<file path="config.mk">
export PLATFORM = sky130hd
export DESIGN_NAME = alu_share_arbiter_flat
export DESIGN_NICKNAME = d
export VERILOG_FILES = /design/src/rtl/alu_share_arbiter_if.sv /design/src/rtl/alu_share_arbiter.sv /design/src/flat_wrapper.sv
export SDC_FILE = /design/constraint.sdc
export NUM_CORES = 1
export LEC_CHECK = 0
export BUFFER_PORTS_ARGS = -buffer_cell sky130_fd_sc_hd__clkbuf_2
export CAP_MARGIN = 20
export CORE_MARGIN = 4
export CORE_UTILIZATION = 30
export CTS_CLUSTER_SIZE = 10
export DETAILED_ROUTE_END_ITERATION = 8
export GPL_ROUTABILITY_DRIVEN = 0
export SKIP_CTS_REPAIR_TIMING = 1
export SLEW_MARGIN = 30
export SYNTH_ARGS = -nofsm -noshare
export SYNTH_HDL_FRONTEND = slang
export SYNTH_SLANG_ARGS = --single-unit
export TNS_END_PERCENT = 10
</file>
<file path="constraint.sdc">
create_clock -name clk -period 7.6 [get_ports clk]
set_clock_uncertainty 0.05 [all_clocks]
set_input_delay 1.14 -clock clk [delete_from_list [all_inputs] [get_ports clk]]
set_output_delay 1.14 -clock clk [all_outputs]
set_load 0.05 [all_outputs]
</file>
<file path="src/rtl/alu_share_arbiter_if.sv">
`default_nettype none
// ============================================================================
// Module   : alu_share_arbiter_if
// Purpose  : Bundles the two requester ports, the response outputs and the
//            external ALU connection of the shared-ALU arbiter.
// Revision : 1.0 - initial release
// ============================================================================
interface alu_share_arbiter_if #(
  parameter int WIDTH  = 32,
  parameter int CONF_W = 5
);
  // Requester 0 (PC / branch-target path)
  logic              req0;
  logic [CONF_W-1:0] conf0;
  logic              sign0;
  logic [WIDTH-1:0]  a0;
  logic [WIDTH-1:0]  b0;
  // Requester 1 (instruction execute path)
  logic              req1;
  logic [CONF_W-1:0] conf1;
  logic              sign1;
  logic [WIDTH-1:0]  a1;
  logic [WIDTH-1:0]  b1;
  // Response
  logic              done0;
  logic              done1;
  logic [WIDTH-1:0]  result;
  logic              zero;
  logic              busy;
  // External ALU
  logic [CONF_W-1:0] alu_conf;
  logic              alu_sign;
  logic [WIDTH-1:0]  alu_in1;
  logic [WIDTH-1:0]  alu_in2;
  logic [WIDTH-1:0]  alu_result;
  logic              alu_zero;

  // Arbiter side
  modport slave (
    input  req0, conf0, sign0, a0, b0,
    input  req1, conf1, sign1, a1, b1,
    output done0, done1, result, zero, busy,
    output alu_conf, alu_sign, alu_in1, alu_in2,
    input  alu_result, alu_zero
  );

  // Requester / ALU environment side
  modport master (
    output req0, conf0, sign0, a0, b0,
    output req1, conf1, sign1, a1, b1,
    input  done0, done1, result, zero, busy,
    input  alu_conf, alu_sign, alu_in1, alu_in2,
    output alu_result, alu_zero
  );
endinterface
`default_nettype wire

</file>
<file path="src/rtl/alu_share_arbiter.sv">
`default_nettype none
// ============================================================================
// Module   : alu_share_arbiter
// Purpose  : Round-robin sharing of one external combinational ALU between
//            two requesters. Operands are latched, the ALU is driven from
//            registers, and the registered result returns with a done pulse.
// Revision : 1.0 - initial release
// ============================================================================
module alu_share_arbiter #(
  parameter int WIDTH  = 32,
  parameter int CONF_W = 5
) (
  input  wire                  clk,
  input  wire                  reset,
  alu_share_arbiter_if.slave   bus
);

  localparam logic [1:0] S_IDLE  = 2'd0;
  localparam logic [1:0] S_LATCH = 2'd1;
  localparam logic [1:0] S_EXEC  = 2'd2;
  localparam logic [1:0] S_RESP  = 2'd3;

  logic [1:0]        r_state;
  logic              r_gnt;     // port currently being served
  logic              r_rr;      // port preferred on a tie
  logic [CONF_W-1:0] r_conf;
  logic              r_sign;
  logic [WIDTH-1:0]  r_a;
  logic [WIDTH-1:0]  r_b;
  logic [WIDTH-1:0]  r_result;
  logic              r_zero;

  logic              w_any_req;
  logic              w_pick;

  // Winner selection: a lone requester wins, a tie goes to the round-robin pointer
  assign w_any_req = bus.req0 | bus.req1;
  assign w_pick    = (bus.req0 & bus.req1) ? r_rr : bus.req1;

  // Control FSM: grant, step through latch/exec, respond and rotate priority
  always_ff @(posedge clk or posedge reset) begin
    if (reset) begin
      r_state <= S_IDLE;
      r_gnt   <= 1'b0;
      r_rr    <= 1'b0;
    end else begin
      case (r_state)
        S_IDLE: begin
          if (w_any_req) begin
            r_gnt   <= w_pick;
            r_state <= S_LATCH;
          end
        end
        S_LATCH: r_state <= S_EXEC;
        S_EXEC:  r_state <= S_RESP;
        S_RESP: begin
          r_rr    <= ~r_gnt;
          r_state <= S_IDLE;
        end
        default: r_state <= S_IDLE;
      endcase
    end
  end

  // Datapath: take the winner's operands in LATCH, capture the ALU output in EXEC
  always_ff @(posedge clk or posedge reset) begin
    if (reset) begin
      r_conf   <= '0;
      r_sign   <= 1'b0;
      r_a      <= '0;
      r_b      <= '0;
      r_result <= '0;
      r_zero   <= 1'b0;
    end else begin
      if (r_state == S_LATCH) begin
        r_conf <= r_gnt ? bus.conf1 : bus.conf0;
        r_sign <= r_gnt ? bus.sign1 : bus.sign0;
        r_a    <= r_gnt ? bus.a1    : bus.a0;
        r_b    <= r_gnt ? bus.b1    : bus.b0;
      end
      if (r_state == S_EXEC) begin
        r_result <= bus.alu_result;
        r_zero   <= bus.alu_zero;
      end
    end
  end

  // All outputs are decoded from registers only, so no requester input reaches them
  assign bus.done0    = (r_state == S_RESP) & ~r_gnt;
  assign bus.done1    = (r_state == S_RESP) &  r_gnt;
  assign bus.busy     = (r_state != S_IDLE);
  assign bus.result   = r_result;
  assign bus.zero     = r_zero;
  assign bus.alu_conf = r_conf;
  assign bus.alu_sign = r_sign;
  assign bus.alu_in1  = r_a;
  assign bus.alu_in2  = r_b;

endmodule
`default_nettype wire

</file>
<file path="src/flat_wrapper.sv">
// flat-port wrapper written by rule: the top's interface ports become plain ports
module alu_share_arbiter_flat 
#(
  parameter int WIDTH  = 32,
  parameter int CONF_W = 5
)
  (clk, reset, bus_req0, bus_conf0, bus_sign0, bus_a0, bus_b0, bus_req1, bus_conf1, bus_sign1, bus_a1, bus_b1, bus_done0, bus_done1, bus_result, bus_zero, bus_busy, bus_alu_conf, bus_alu_sign, bus_alu_in1, bus_alu_in2, bus_alu_result, bus_alu_zero);
  alu_share_arbiter_if #(.WIDTH(WIDTH), .CONF_W(CONF_W)) bus_i ();
  input  wire clk;
  input  wire reset;
  input wire logic [$bits(bus_i.req0)-1:0] bus_req0;
  input wire logic [$bits(bus_i.conf0)-1:0] bus_conf0;
  input wire logic [$bits(bus_i.sign0)-1:0] bus_sign0;
  input wire logic [$bits(bus_i.a0)-1:0] bus_a0;
  input wire logic [$bits(bus_i.b0)-1:0] bus_b0;
  input wire logic [$bits(bus_i.req1)-1:0] bus_req1;
  input wire logic [$bits(bus_i.conf1)-1:0] bus_conf1;
  input wire logic [$bits(bus_i.sign1)-1:0] bus_sign1;
  input wire logic [$bits(bus_i.a1)-1:0] bus_a1;
  input wire logic [$bits(bus_i.b1)-1:0] bus_b1;
  output wire logic [$bits(bus_i.done0)-1:0] bus_done0;
  output wire logic [$bits(bus_i.done1)-1:0] bus_done1;
  output wire logic [$bits(bus_i.result)-1:0] bus_result;
  output wire logic [$bits(bus_i.zero)-1:0] bus_zero;
  output wire logic [$bits(bus_i.busy)-1:0] bus_busy;
  output wire logic [$bits(bus_i.alu_conf)-1:0] bus_alu_conf;
  output wire logic [$bits(bus_i.alu_sign)-1:0] bus_alu_sign;
  output wire logic [$bits(bus_i.alu_in1)-1:0] bus_alu_in1;
  output wire logic [$bits(bus_i.alu_in2)-1:0] bus_alu_in2;
  input wire logic [$bits(bus_i.alu_result)-1:0] bus_alu_result;
  input wire logic [$bits(bus_i.alu_zero)-1:0] bus_alu_zero;
  assign bus_i.req0 = bus_req0;
  assign bus_i.conf0 = bus_conf0;
  assign bus_i.sign0 = bus_sign0;
  assign bus_i.a0 = bus_a0;
  assign bus_i.b0 = bus_b0;
  assign bus_i.req1 = bus_req1;
  assign bus_i.conf1 = bus_conf1;
  assign bus_i.sign1 = bus_sign1;
  assign bus_i.a1 = bus_a1;
  assign bus_i.b1 = bus_b1;
  assign bus_done0 = bus_i.done0;
  assign bus_done1 = bus_i.done1;
  assign bus_result = bus_i.result;
  assign bus_zero = bus_i.zero;
  assign bus_busy = bus_i.busy;
  assign bus_alu_conf = bus_i.alu_conf;
  assign bus_alu_sign = bus_i.alu_sign;
  assign bus_alu_in1 = bus_i.alu_in1;
  assign bus_alu_in2 = bus_i.alu_in2;
  assign bus_i.alu_result = bus_alu_result;
  assign bus_i.alu_zero = bus_alu_zero;
  alu_share_arbiter #(.WIDTH(WIDTH), .CONF_W(CONF_W)) u_core (.clk(clk), .reset(reset), .bus(bus_i));
endmodule
</file>
; After elaboration in Yosys (flattened, before gate mapping)
; Cells that the tools add are included.
[word_totals]
regBits = 107
input_bits = 177
out_inout_bits = 106
word_cells = 28
[classes]
n_eq_ne = 4
mux = 7
bitwise = 5
reduce_logical = 3
[op_table]
columns = op, n
row1 = $mux W32, 2
row2 = $pmux W2 S4, 1
row3 = $mux W5, 1
row4 = $eq A2 B2 Y1 const B, 2
row5 = $and A1 B1 Y1, 3
row6 = $eq A2 B1 Y1 const B, 1
row7 = $logic_not A2 Y1, 1
row8 = $mux W1, 2
row9 = $mux W2, 1
row10 = $ne A2 B1 Y1 const B, 1
row11 = $reduce_and A2 Y1, 1
row12 = $reduce_bool A2 Y1, 1
row13 = $not A1 Y1, 1
row14 = $or A1 B1 Y1, 1

; Depth between registers and ports, before layout
; Gate-level depths: netlist of the first run.
[depth]
word_depth = 3
mapped_depth = 7
ltp_nobuf = 4

; Worst setup path before layout of the first run
; OpenSTA, ideal clock, no wires.
[synth_path]
path_type = register -> output
from = reg u_core.r_state[1]
to = out bus_done0
arrival_ns = 1.282
t_required_ns = 6.410
setup_slack_ns = 5.128
path_stages_with_launch = 3
path_buffers = 0
cell_sequence = dfrtp_1 > ha_1 > nor2b_1
[synth_via]
elab_chain_cells = 2
[synth_rtl]
columns = item, line
row1 = "start, declared", alu_share_arbiter.sv:23  ; logic [1:0] r_state;
row2 = "start signal, assigned", alu_share_arbiter.sv:43  ; r_state <= S_IDLE;
row3 = "start signal, assigned", alu_share_arbiter.sv:51  ; r_state <= S_LATCH;
row4 = "start signal, assigned", alu_share_arbiter.sv:54  ; S_LATCH: r_state <= S_EXEC;
row5 = $eq A2 B2 Y1, alu_share_arbiter.sv:89  ; assign bus.done0 = (r_state == S_RESP) & ~r_gnt;
row6 = $and A1 B1 Y1, alu_share_arbiter.sv:89
row7 = "end, declared", flat_wrapper.sv:21  ; output wire logic [$bits(bus_i.done0)-1:0] bus_done0;
; Every way passes these cells.

; Worst setup path in the final report of the first run
[layout_path]
from = reg u_core.r_gnt
to = out bus_done1
[layout_via]
elab_chain_cells = 1
[layout_rtl]
columns = item, line
row1 = "start, declared", alu_share_arbiter.sv:24  ; logic r_gnt;
row2 = "start signal, assigned", alu_share_arbiter.sv:50  ; r_gnt <= w_pick;
row3 = $and A1 B1 Y1, alu_share_arbiter.sv:90  ; assign bus.done1 = (r_state == S_RESP) & r_gnt;
row4 = "end, declared", flat_wrapper.sv:22  ; output wire logic [$bits(bus_i.done1)-1:0] bus_done1;
; Every way passes these cells.

==> results of run 1 <==
## kinds of logic (layout without fill, tap and decap cells)
logic type,count (synthesis),in the layout,synth area share [%]
buffers and inverters,33,307,5.32
AO/OA/AOI/OAI,73,73,7.77
flip-flops,107,107,56.4
adder cells (fa/ha/maj),5,5,1.32
AND/OR/NAND/NOR,75,75,6.22
multiplexers,105,105,23.0
## through the flow
step	hold slack [ps]	util (%)	instances	instance area (µm²)	setup WS (ps)
6_report	464	42.9	883	6600	4770
5_1_grt	475	42.9	883	6600	4690
4_1_cts	464	42.9	883	6600	4690
3_5_place_dp	445	40.6	867	6240	4910
3_3_place_gp	440	40.6	867	6240	5020
2_1_floorplan	404	-	398	4750	3590
## layout make-up
class | instances | area share, %
clock buffers | 9 | 3.41
clock inverters | 7 | 1.97
inverters | 5 | 0.322
multi-input cells | 258 | 27.8
flip-flops and latches | 107 | 40.6
well taps | 211 | 4.00
repair buffers | 286 | 21.9
## registers in the layout (all words and copies together) (netlist names)
name,count
u_core.r_rr,1
u_core.bus.alu_conf,5
u_core.bus.alu_sign,1
u_core.r_gnt,1
u_core.bus.zero,1
u_core.bus.result,32
u_core.r_state,2
u_core.bus.alu_in1,32
u_core.bus.alu_in2,32
## cell usage in the layout (no fill, tap or decap)
| cell | n |
|---|---|
| ha_4 | 1 |
| a21oi_1 | 71 |
| inv_4 | 1 |
| clkbuf_2 | 282 |
| mux2i_1 | 71 |
| nor2b_1 | 1 |
| and2_1 | 1 |
| ha_1 | 4 |
| inv_1 | 4 |
| nand2_1 | 1 |
| dfrtp_1 | 106 |
| mux2_2 | 34 |
| a31oi_1 | 1 |
| inv_8 | 2 |
| buf_4 | 4 |
| inv_6 | 2 |
| nor2_1 | 71 |
| a21o_1 | 1 |
| clkbuf_16 | 9 |
| bufinv_16 | 3 |
| nor3b_2 | 1 |
| dfrtp_4 | 1 |
## Yosys cell counts, drive strengths merged
master	number	share of area (%)
clkbuf	3	0.24
nand2	1	0.079
dfrtp	107	56
ha	5	1.3
inv	5	0.40
a21o	1	0.16
and2	1	0.13
a21oi	71	7.5
nor2	71	5.6
buf	25	4.7
mux2	34	8.1
a31oi	1	0.13
nor2b	1	0.13
nor3b	1	0.26
mux2i	71	15
## critical path, cell delays in order (launching register included)
cell and delay (ps):
dfrtp_4 790, and2_1 220, clkbuf_2 280
## final timing paths
check | depth (start not counted) | slack, ps | to
min in group asynchronous | 2 | 790 | u_core.bus.alu_in2[19]$_DFFE_PP0N_
hold reg to reg | 1 | 460 | u_core.bus.result[5]$_DFFE_PP0N_
setup / recovery | 2 | 4770 | bus_done1
hold / removal | 1 | 460 | u_core.bus.result[5]$_DFFE_PP0N_
setup reg to reg | 5 | 5390 | u_core.bus.alu_in2[28]$_DFFE_PP0N_
max in group asynchronous | 3 | 5430 | u_core.r_gnt$_DFFE_PP0P_
## metal layers
layer | track usage, % | share of wire (%) | vias up
met2 | 24.7 | 51 | 173
met4 | 4.57 | 1.6 | 0
met5 | 0 | 0 | -
met3 | 5.81 | 10 | 13
met1 | 14.8 | 37 | 1746
li1 | - | - | 1916
## report_power, final
group	total [mW]	internal [mW]	switching, mW
combinational	2.11	0.579	1.53
sequential	1.07	0.864	0.205
clock	0.549	0.329	0.220
==> metrics.md, run 1 <==
| Metric | Value |
|---|---|
| CTS Buf Count | 9 |
| Filler Cell Count | 1,491 |
| Via count | 3,848 |
| Yosys reg bits | 107 |
| Critical Path Start | u_core.r_gnt$_DFFE_PP0P_ |
| Leak | 3.45 nW |
| Fin crit share | 37.3% |
| Port-buffer cells | 282 |
| Worst-Margin Slew | 778 ps |
| Die Wd | 134 µm |
| Worst r2r src | u_core.r_state[1]$_DFFE_PP0P_ |
| Min-Delay Path Class | reg2reg |
| Vias per cell | 4.36 |
| Mean Syn Cell Area | 11.9 µm² |
| Clock Tree Root | clkbuf_16 |
| Synth Cell Area | 0.00475 mm² |
| Max-cap violations | 0 |
| Final Hold Fails | 0 |
| Clock transition at the registers of the reported paths | 80 ps |
| Vert. Die Dim | 134 µm |
| Multi-input gate area | 0.00183 mm² |
| Dpl hpwl | 9870 µm |
| Fmax | 0.353 GHz |
| Starting Density | 30.9% |
| Row count | 45 |
| CTS tree | yes |
| Share of post-route cells with drive strength above 1 | 50.6% |
| Die ar. | 0.0179 mm² |
| Max-slew violations | 0 |
| Post-Syn Nets | 580 |
| Crit path capture type | output port |
| Status | completed |
| Antenna violations before repair | 0 |
| Worst skew pair latency | 350 ps |
| All-Layer GR Usage | 13.9% |
| Register area | 0.00268 mm² |
| Critical path class | reg2out |
| Area grow syn2layout | 38.8% |
| Setup violators final | 0 |
| Setup TNS | 0 ps |
| Synth warn | 0 |
| Layout Nets | 849 |
| Required time worst endpoint | 6410 ps |
| Drt drc | 0 |
| Worst-path maximum fanout | 35 |
| Max Buffers Root-to-Sink | 2 |
| Max-slew headroom | 48.1% |
| Clk sink count | 107 |
| Worst VDD drop | 0.000328 V |
| First-pass GRT wire length | 19,900 µm |
| RSZ-0062 raised after global routing | no |
| Overflow after GRT | 0 |
| Yosys cell types | 18 |
| Seq/Total Area, Yosys | 56.4% |
| Synth Instances | 398 |
| Critical path startpoint category | register |
| N_diodes | 0 |
| Iteration-0 DRC Markers | 81 |
| CP arrival | 1640 ps |
| Core area | 0.0154 mm² |
| Vias in the first global route | 4,003 |
| Detail Route Antenna Nets | 0 |
| Avg WL per Cell | 14.3 µm |
| Worst Min Path Start | u_core.bus.result[5]$_DFFE_PP0N_ |
| Clock H-tree levels | 3 |
| Largest net degree at the start of global routing | 79 |
| PD cells | 566 mW/mm² |
| Ports | 283 |
| Drt pass-1 iters | 4 |
| Total chip power | 3.73 mW |
| Fin crit period | 2830 ps |
| WL final | 12,600 µm |
(Power assumes the default switching activity.)
==> run 2: changes to the inputs <==
--- a/config.mk
+++ b/config.mk
@@ -5,6 +5,7 @@
 export SDC_FILE = /design/constraint.sdc
 export NUM_CORES = 1
 export LEC_CHECK = 0
+export ABC_AREA = 1
 export BUFFER_PORTS_ARGS = -buffer_cell sky130_fd_sc_hd__clkbuf_2
 export CAP_MARGIN = 20
 export CORE_MARGIN = 4
==> constraint.sdc (replaced) <==
create_clock -name clk -period 2.9 [get_ports clk]
set_clock_uncertainty 0.05 [all_clocks]
set_input_delay 0.435 -clock clk [delete_from_list [all_inputs] [get_ports clk]]
set_output_delay 0.435 -clock clk [all_outputs]
set_load 0.05 [all_outputs]
==> metrics.md, run 2 <==
| Metric | Value |
|---|---|
| Worst r2r src | u_core.r_state[1]$_DFFE_PP0P_ (unchanged) |
| Starting Density | 31.0% (was 30.9%) |
| Largest stage delay, worst path | 810 ps (was 790 ps) |
| Port-buffer cells | 282 (unchanged) |
| Iteration-0 DRC Markers | 162 (was 81) |
| Overflow after GRT | 0 (unchanged) |
| Drt pass-1 iters | 4 (unchanged) |
| CTS Buf Count | 9 (unchanged) |
| Worst-Margin Slew | 820 ps (was 778 ps) |
| Yosys cell types | 12 (was 18) |
| Layout Cells excl Fill | 1,260 (was 883) |
| Antenna violations before repair | 0 (unchanged) |
| Leak | 4.74 nW (was 3.45 nW) |
| Vert. Die Dim | 142 µm (was 134 µm) |
| WP buf/inv | 3 (was 1) |
| Vias in the first global route | 5,107 (was 4,003) |
| Seq/Total Area, Yosys | 49.4% (was 56.4%) |
| Yosys reg bits | 107 (unchanged) |
| Worst R2R Setup Slack | 1000 ps (was 5390 ps) |
| CTS tree | yes (unchanged) |
| Worst skew pair latency | 340 ps (was 350 ps) |
| Max-slew headroom | 45.2% (was 48.1%) |
| Cells taking the most area after synthesis | dfrtp_1, nand2_1, inv_1, nand3_1, buf_2 (was dfrtp_1, mux2i_1, mux2_2, a21oi_1, nor2_1) |
| Top Family by Delay on Critical Path | flip-flops (unchanged) |
| Drt drc | 0 (unchanged) |
| Commonest non-fill, non-tap cell in the layout | nand2_1 (was clkbuf_2) |
| Area leader, netlist | dfrtp_1 (unchanged) |
| Placed cells | 1,244 (was 867) |
| Share of post-route cells with drive strength above 1 | 30.0% (was 50.6%) |
| EDFF count, synth | 0 (unchanged) |
| Cell Area, Placed | 0.00696 mm² (was 0.00624 mm²) |
| Required time worst endpoint | 2410 ps (was 6410 ps) |
| Core area | 0.0175 mm² (was 0.0154 mm²) |
| Worst VDD drop | 0.000721 V (was 0.000328 V) |
| Row count | 48 (was 45) |
| Area grow syn2layout | 34.1% (was 38.8%) |
| Synth top area share | 49.4% (was 56.4%) |
| Setup violators final | 0 (unchanged) |
| Final Hold Fails | 0 (unchanged) |
| Layout Nets | 1,212 (was 849) |
| RSZ-0062 raised after global routing | no (unchanged) |
| Min-Delay Path Class | in2async (was reg2reg) |
| Worst r2r path cells | 7 (was 5) |
| Clock transition at the registers of the reported paths | 70 ps (was 80 ps) |
| Clock Tree Root | clkbuf_16 (unchanged) |
| Critical path startpoint category | register (unchanged) |
| WL final | 16,200 µm (was 12,600 µm) |
| Max Buffers Root-to-Sink | 2 (unchanged) |
| PD cells | 1340 mW/mm² (was 566 mW/mm²) |
| Clock H-tree levels | 3 (unchanged) |
| Async set-or-reset flop fraction in the synthesized netlist | 100% (unchanged) |
| Synth warn | 0 (unchanged) |
| Ports | 283 (unchanged) |
| Die ar. | 0.0203 mm² (was 0.0179 mm²) |
| Die Wd | 142 µm (was 134 µm) |
| Setup TNS | 0 ps (unchanged) |
| Via count | 5,260 (was 3,848) |
| Total chip power | 9.76 mW (was 3.73 mW) |
| Worst slack, placed | 975 ps (was 4910 ps) |
| Max-cap violations | 0 (unchanged) |
| All-Layer GR Usage | 15.6% (was 13.9%) |
| Fmax | 0.442 GHz |
| First-pass GRT wire length | 25,600 µm (was 19,900 µm) |
| Mean Syn Cell Area | 7.07 µm² (was 11.9 µm²) |
| Cell Chain, Critical Path | inv_6 -> nand2_1 -> inv_1 -> clkbuf_2 (was and2_1 -> clkbuf_2) |
| Detail Route Antenna Nets | 0 (unchanged) |
| Count leader, synth | nand2_1 (was dfrtp_1) |
| Vias per cell | 4.17 (was 4.36) |
| Critical path class | reg2out (unchanged) |
| Crit path capture type | output port (unchanged) |
| Avg WL per Cell | 12.8 µm (was 14.3 µm) |
| Commonest non-fill, non-tap cells in the layout | nand2_1, clkbuf_2, inv_1, dfrtp_1, nand3_1 (was clkbuf_2, dfrtp_1, mux2i_1, nor2_1, a21oi_1) |
| R2r endpoint | u_core.bus.alu_conf[2]$_DFFE_PP0N_ (was u_core.bus.alu_in2[28]$_DFFE_PP0N_) |
| Fin crit share | 78.1% |
| Max-slew violations | 0 (unchanged) |
| Fin crit period | 2260 ps |
| Synth top cells by count | nand2_1, inv_1, dfrtp_1 (was dfrtp_1, a21oi_1, mux2i_1, nor2_1, mux2_2) |
| Worst-path maximum fanout | 31 (was 35) |
| Dpl hpwl | 12,000 µm (was 9870 µm) |
| Clk sink count | 107 (unchanged) |
| N_diodes | 0 (unchanged) |
| Synth Cell Area | 0.00542 mm² (was 0.00475 mm²) |
| Status | completed (unchanged) |
| Post-Layout Inst Area | 0.00726 mm² (was 0.00660 mm²) |
| Largest net degree at the start of global routing | 49 (was 79) |
| Filler Cell Count | 1,852 (was 1,491) |
| CP arrival | 1780 ps (was 1640 ps) |
| Most used DFF post-synth | dfrtp_1 (unchanged) |
| Post-Syn Nets | 948 (was 580) |
| Critical Path Start | u_core.r_gnt$_DFFE_PP0P_ (unchanged) |
| Synth Instances | 766 (was 398) |
| Critical path's slowest cell | dfrtp_2 (was dfrtp_4) |
| Setup ws final | 636 ps (was 4770 ps) |
## run 2: layout make-up
cell class	instances	area [µm²]	area share (%)
multi-input cells	470	1910	26.3
flip-flops and latches	107	2680	36.9
clock inverters	5	60.1	0.827
well taps	225	282	3.88
repair buffers	290	1510	20.8
clock buffers	11	243	3.34
inverters	152	579	7.98
## run 2: report_power, final
part           leakage [nW]  internal, mW  switching [mW]
Clock                 0.147         0.699           0.561
Combinational          3.29          1.29            4.47
Sequential             1.31          2.26           0.487
## run 2: logic make-up after synthesis
logic type / share of synthesized area [%]
simple gates: 33.8
buf+inv: 15.4
flops: 49.4
fa+ha+maj: 1.16
compound gates: 0.185
## run 2: worst max path at each step
stage | cells past startpoint | endpoint
final | 4 | bus_done0
after global routing | 4 | bus_done0
after CTS | 4 | bus_done0
after detailed placement | 5 | u_core.bus.alu_in1[12]$_DFFE_PP0N_
after global placement | 4 | bus_done0
after floorplan | 1 | u_core.bus.alu_conf[0]$_DFFE_PP0N_
## run 2: stage by stage
| step | hold WS (ps) | util (%) |
|---|---|---|
| after floorplan | 441 | - |
| after detailed placement | 409 | 39.8 |
| after global placement | 407 | 39.8 |
| after global routing | 213 | 41.5 |
| after CTS | 176 | 41.5 |
| final | 175 | 41.5 |
## run 2: worst reg2reg max path, stage by stage, from the launching register on
cell and delay, ps:
dfrtp_1 390, inv_1 90, ha_2 180, buf_4 220
inv_2 420, buf_12 300, nand2_1 110, nand2_1 80
## run 2: layer usage
metal / GRT usage [%] / wire (µm) / share of wire, % / up-vias
met5: 0 / 0 / 0 / -
met4: 5.30 / 336 / 2.1 / 0
met3: 5.41 / 1550 / 9.6 / 21
met2: 26.5 / 7490 / 46 / 209
met1: 18.6 / 6780 / 42 / 2292
li1: - / - / - / 2738
==> run 3: changes to the inputs <==
==> constraint.sdc (replaced) <==
create_clock -name clk -period 2 [get_ports clk]
set_clock_uncertainty 0.05 [all_clocks]
set_input_delay 0.3 -clock clk [delete_from_list [all_inputs] [get_ports clk]]
set_output_delay 0.3 -clock clk [all_outputs]
set_load 0.05 [all_outputs]
==> metrics.md, run 3 (synthesis results as in run 2) <==
| Metric | Value |
|---|---|
| Worst r2r src | u_core.r_state[1]$_DFFE_PP0P_ (unchanged) |
| Critical path class | reg2out (unchanged) |
| All-Layer GR Usage | 15.3% (was 15.6%) |
| CTS Buf Count | 9 (unchanged) |
| Antenna violations before repair | 0 (unchanged) |
| Vias in the first global route | 4,970 (was 5,107) |
| Status | completed (unchanged) |
| Setup violators final | 0 (unchanged) |
| CP arrival | 1420 ps (was 1780 ps) |
| Drt drc | 0 (unchanged) |
| Area grow syn2layout | 34.5% (was 34.1%) |
| Ports | 283 (unchanged) |
| Final Hold Fails | 0 (unchanged) |
| Avg WL per Cell | 12.5 µm (was 12.8 µm) |
| Share of post-route cells with drive strength above 1 | 30.1% (was 30.0%) |
| Clk sink count | 107 (unchanged) |
| Clock Tree Root | clkbuf_16 (unchanged) |
| R2r endpoint | u_core.bus.alu_in2[8]$_DFFE_PP0N_ (was u_core.bus.alu_conf[2]$_DFFE_PP0N_) |
| Crit-path most repeated cell | inv_1 |
| N_diodes | 0 (unchanged) |
| Layout Nets | 1,213 (was 1,212) |
| Max Buffers Root-to-Sink | 2 (unchanged) |
| Worst r2r path cells | 6 (was 7) |
| Max-slew headroom | 59.1% (was 45.2%) |
| Worst skew pair latency | 340 ps (about the same) |
| Row count | 48 (unchanged) |
| Cell Chain, Critical Path | inv_1 -> ha_1 -> inv_1 -> clkbuf_2 (was inv_6 -> nand2_1 -> inv_1 -> clkbuf_2) |
| Overflow after GRT | 0 (unchanged) |
| Detail Route Antenna Nets | 0 (unchanged) |
| RSZ-0062 raised after global routing | no (unchanged) |
| Vias per cell | 4.11 (was 4.17) |
| Core area | 0.0175 mm² (unchanged) |
| Worst R2R Setup Slack | 510 ps (was 1000 ps) |
| Worst-path maximum fanout | 4 (was 31) |
| Drt pass-1 iters | 4 (unchanged) |
| Clock transition at the registers of the reported paths | 70 ps (about the same) |
| Commonest non-fill, non-tap cell in the layout | nand2_1 (unchanged) |
| Hold WS | 35.7 ps (was 175 ps) |
| WL final | 15,800 µm (was 16,200 µm) |
| Iteration-0 DRC Markers | 188 (was 162) |
| Die ar. | 0.0203 mm² (unchanged) |
| Worst VDD drop | 0.00105 V (was 0.000721 V) |
| Die Wd | 142 µm (unchanged) |
| Min-Delay Path Class | in2async (unchanged) |
| Largest stage delay, worst path | 410 ps (was 810 ps) |
| Port-buffer cells | 282 (unchanged) |
| CTS tree | yes (unchanged) |
| Largest net degree at the start of global routing | 108 (was 49) |
| Required time worst endpoint | 1650 ps (was 2410 ps) |
| WP buf/inv | 3 (unchanged) |
| Max-cap violations | 0 (unchanged) |
| First-pass GRT wire length | 24,900 µm (was 25,600 µm) |
| Leak | 4.74 nW (about the same) |
| Fmax | 0.566 GHz |
| Top Family by Delay on Critical Path | buffers and inverters (was flip-flops) |
| Crit path capture type | output port (unchanged) |
| Worst-Margin Slew | 613 ps (was 820 ps) |
| Critical path startpoint category | register (unchanged) |
| Max-slew violations | 0 (unchanged) |
| Setup TNS | 0 ps (unchanged) |
| Via count | 5,182 (was 5,260) |
| Fin crit share | 88.4% |
| Vert. Die Dim | 142 µm (unchanged) |
| PD cells | 1940 mW/mm² (was 1340 mW/mm²) |
| Starting Density | 31.0% (unchanged) |
| Commonest non-fill, non-tap cells in the layout | nand2_1, clkbuf_2, inv_1, dfrtp_1, nand3_1 (unchanged) |
| Critical path's slowest cell | dfrtp_1 (was dfrtp_2) |
| Fin crit period | 1770 ps |
| Dpl hpwl | 11,500 µm (was 12,000 µm) |
| Clock H-tree levels | 3 (unchanged) |
## run 3: how the worst max path moves through the flow
stage,from,end,slack [ps],cells past startpoint
after floorplan,reset,u_core.bus.alu_conf[0]$_DFFE_PP0N_,360,1
after global placement,u_core.r_state[0]$_DFFE_PP0P_,u_core.r_state[0]$_DFFE_PP0P_,550,7
after detailed placement,u_core.r_state[1]$_DFFE_PP0P_,u_core.bus.alu_in2[8]$_DFFE_PP0N_,530,6
after CTS,u_core.r_state[0]$_DFFE_PP0P_,bus_busy,210,4
after global routing,u_core.r_state[0]$_DFFE_PP0P_,bus_busy,150,4
final,u_core.r_state[0]$_DFFE_PP0P_,bus_busy,230,4
## run 3: stage by stage
stage / util (%) / area (µm²) / instances / worst slack (ps) / power (mW)
6_report: 41.7 / 7280 / 1261 / 233 / 14.1
5_1_grt: 41.7 / 7280 / 1261 / 155 / 15.2
4_1_cts: 41.7 / 7280 / 1261 / 206 / 14.4
3_5_place_dp: 40.1 / 7000 / 1245 / 530 / 12.6
3_3_place_gp: 40.1 / 7000 / 1245 / 548 / 12.6
2_1_floorplan: - / 5420 / 766 / 362 / 10.5
## run 3: final cells by class
class / count / area, µm²
inverter: 152 / 579
clock buffer: 11 / 243
timing repair buffer: 291 / 1550
fill: 1844 / 10200
clock inverter: 5 / 37.5
sequential: 107 / 2680
multi-input combinational: 470 / 1910
tap: 225 / 282
## run 3: per-layer routing
layer,part of all wire [%],track usage (%),vias to the layer above
met5,0,0,-
met4,1.4,4.50,0
met3,9.3,4.60,12
met2,46,25.2,190
met1,43,19.5,2245
li1,-,-,2735
## run 3: worst register-to-register path, delay by kind of cell, from the launching register on
kind / cells / cell delay [ps]
buffers and inverters: 3 / 580
AND/OR/NAND/NOR: 2 / 190
adder cells (fa/ha/maj): 1 / 210
flip-flops: 1 / 400
## run 3: power by group
group | leakage, nW | internal, mW | switching [mW] | total (mW)
registers | 1.31 | 3.28 | 0.642 | 3.92
clock network | 0.132 | 0.885 | 0.802 | 1.69
logic | 3.31 | 1.99 | 6.52 | 8.51
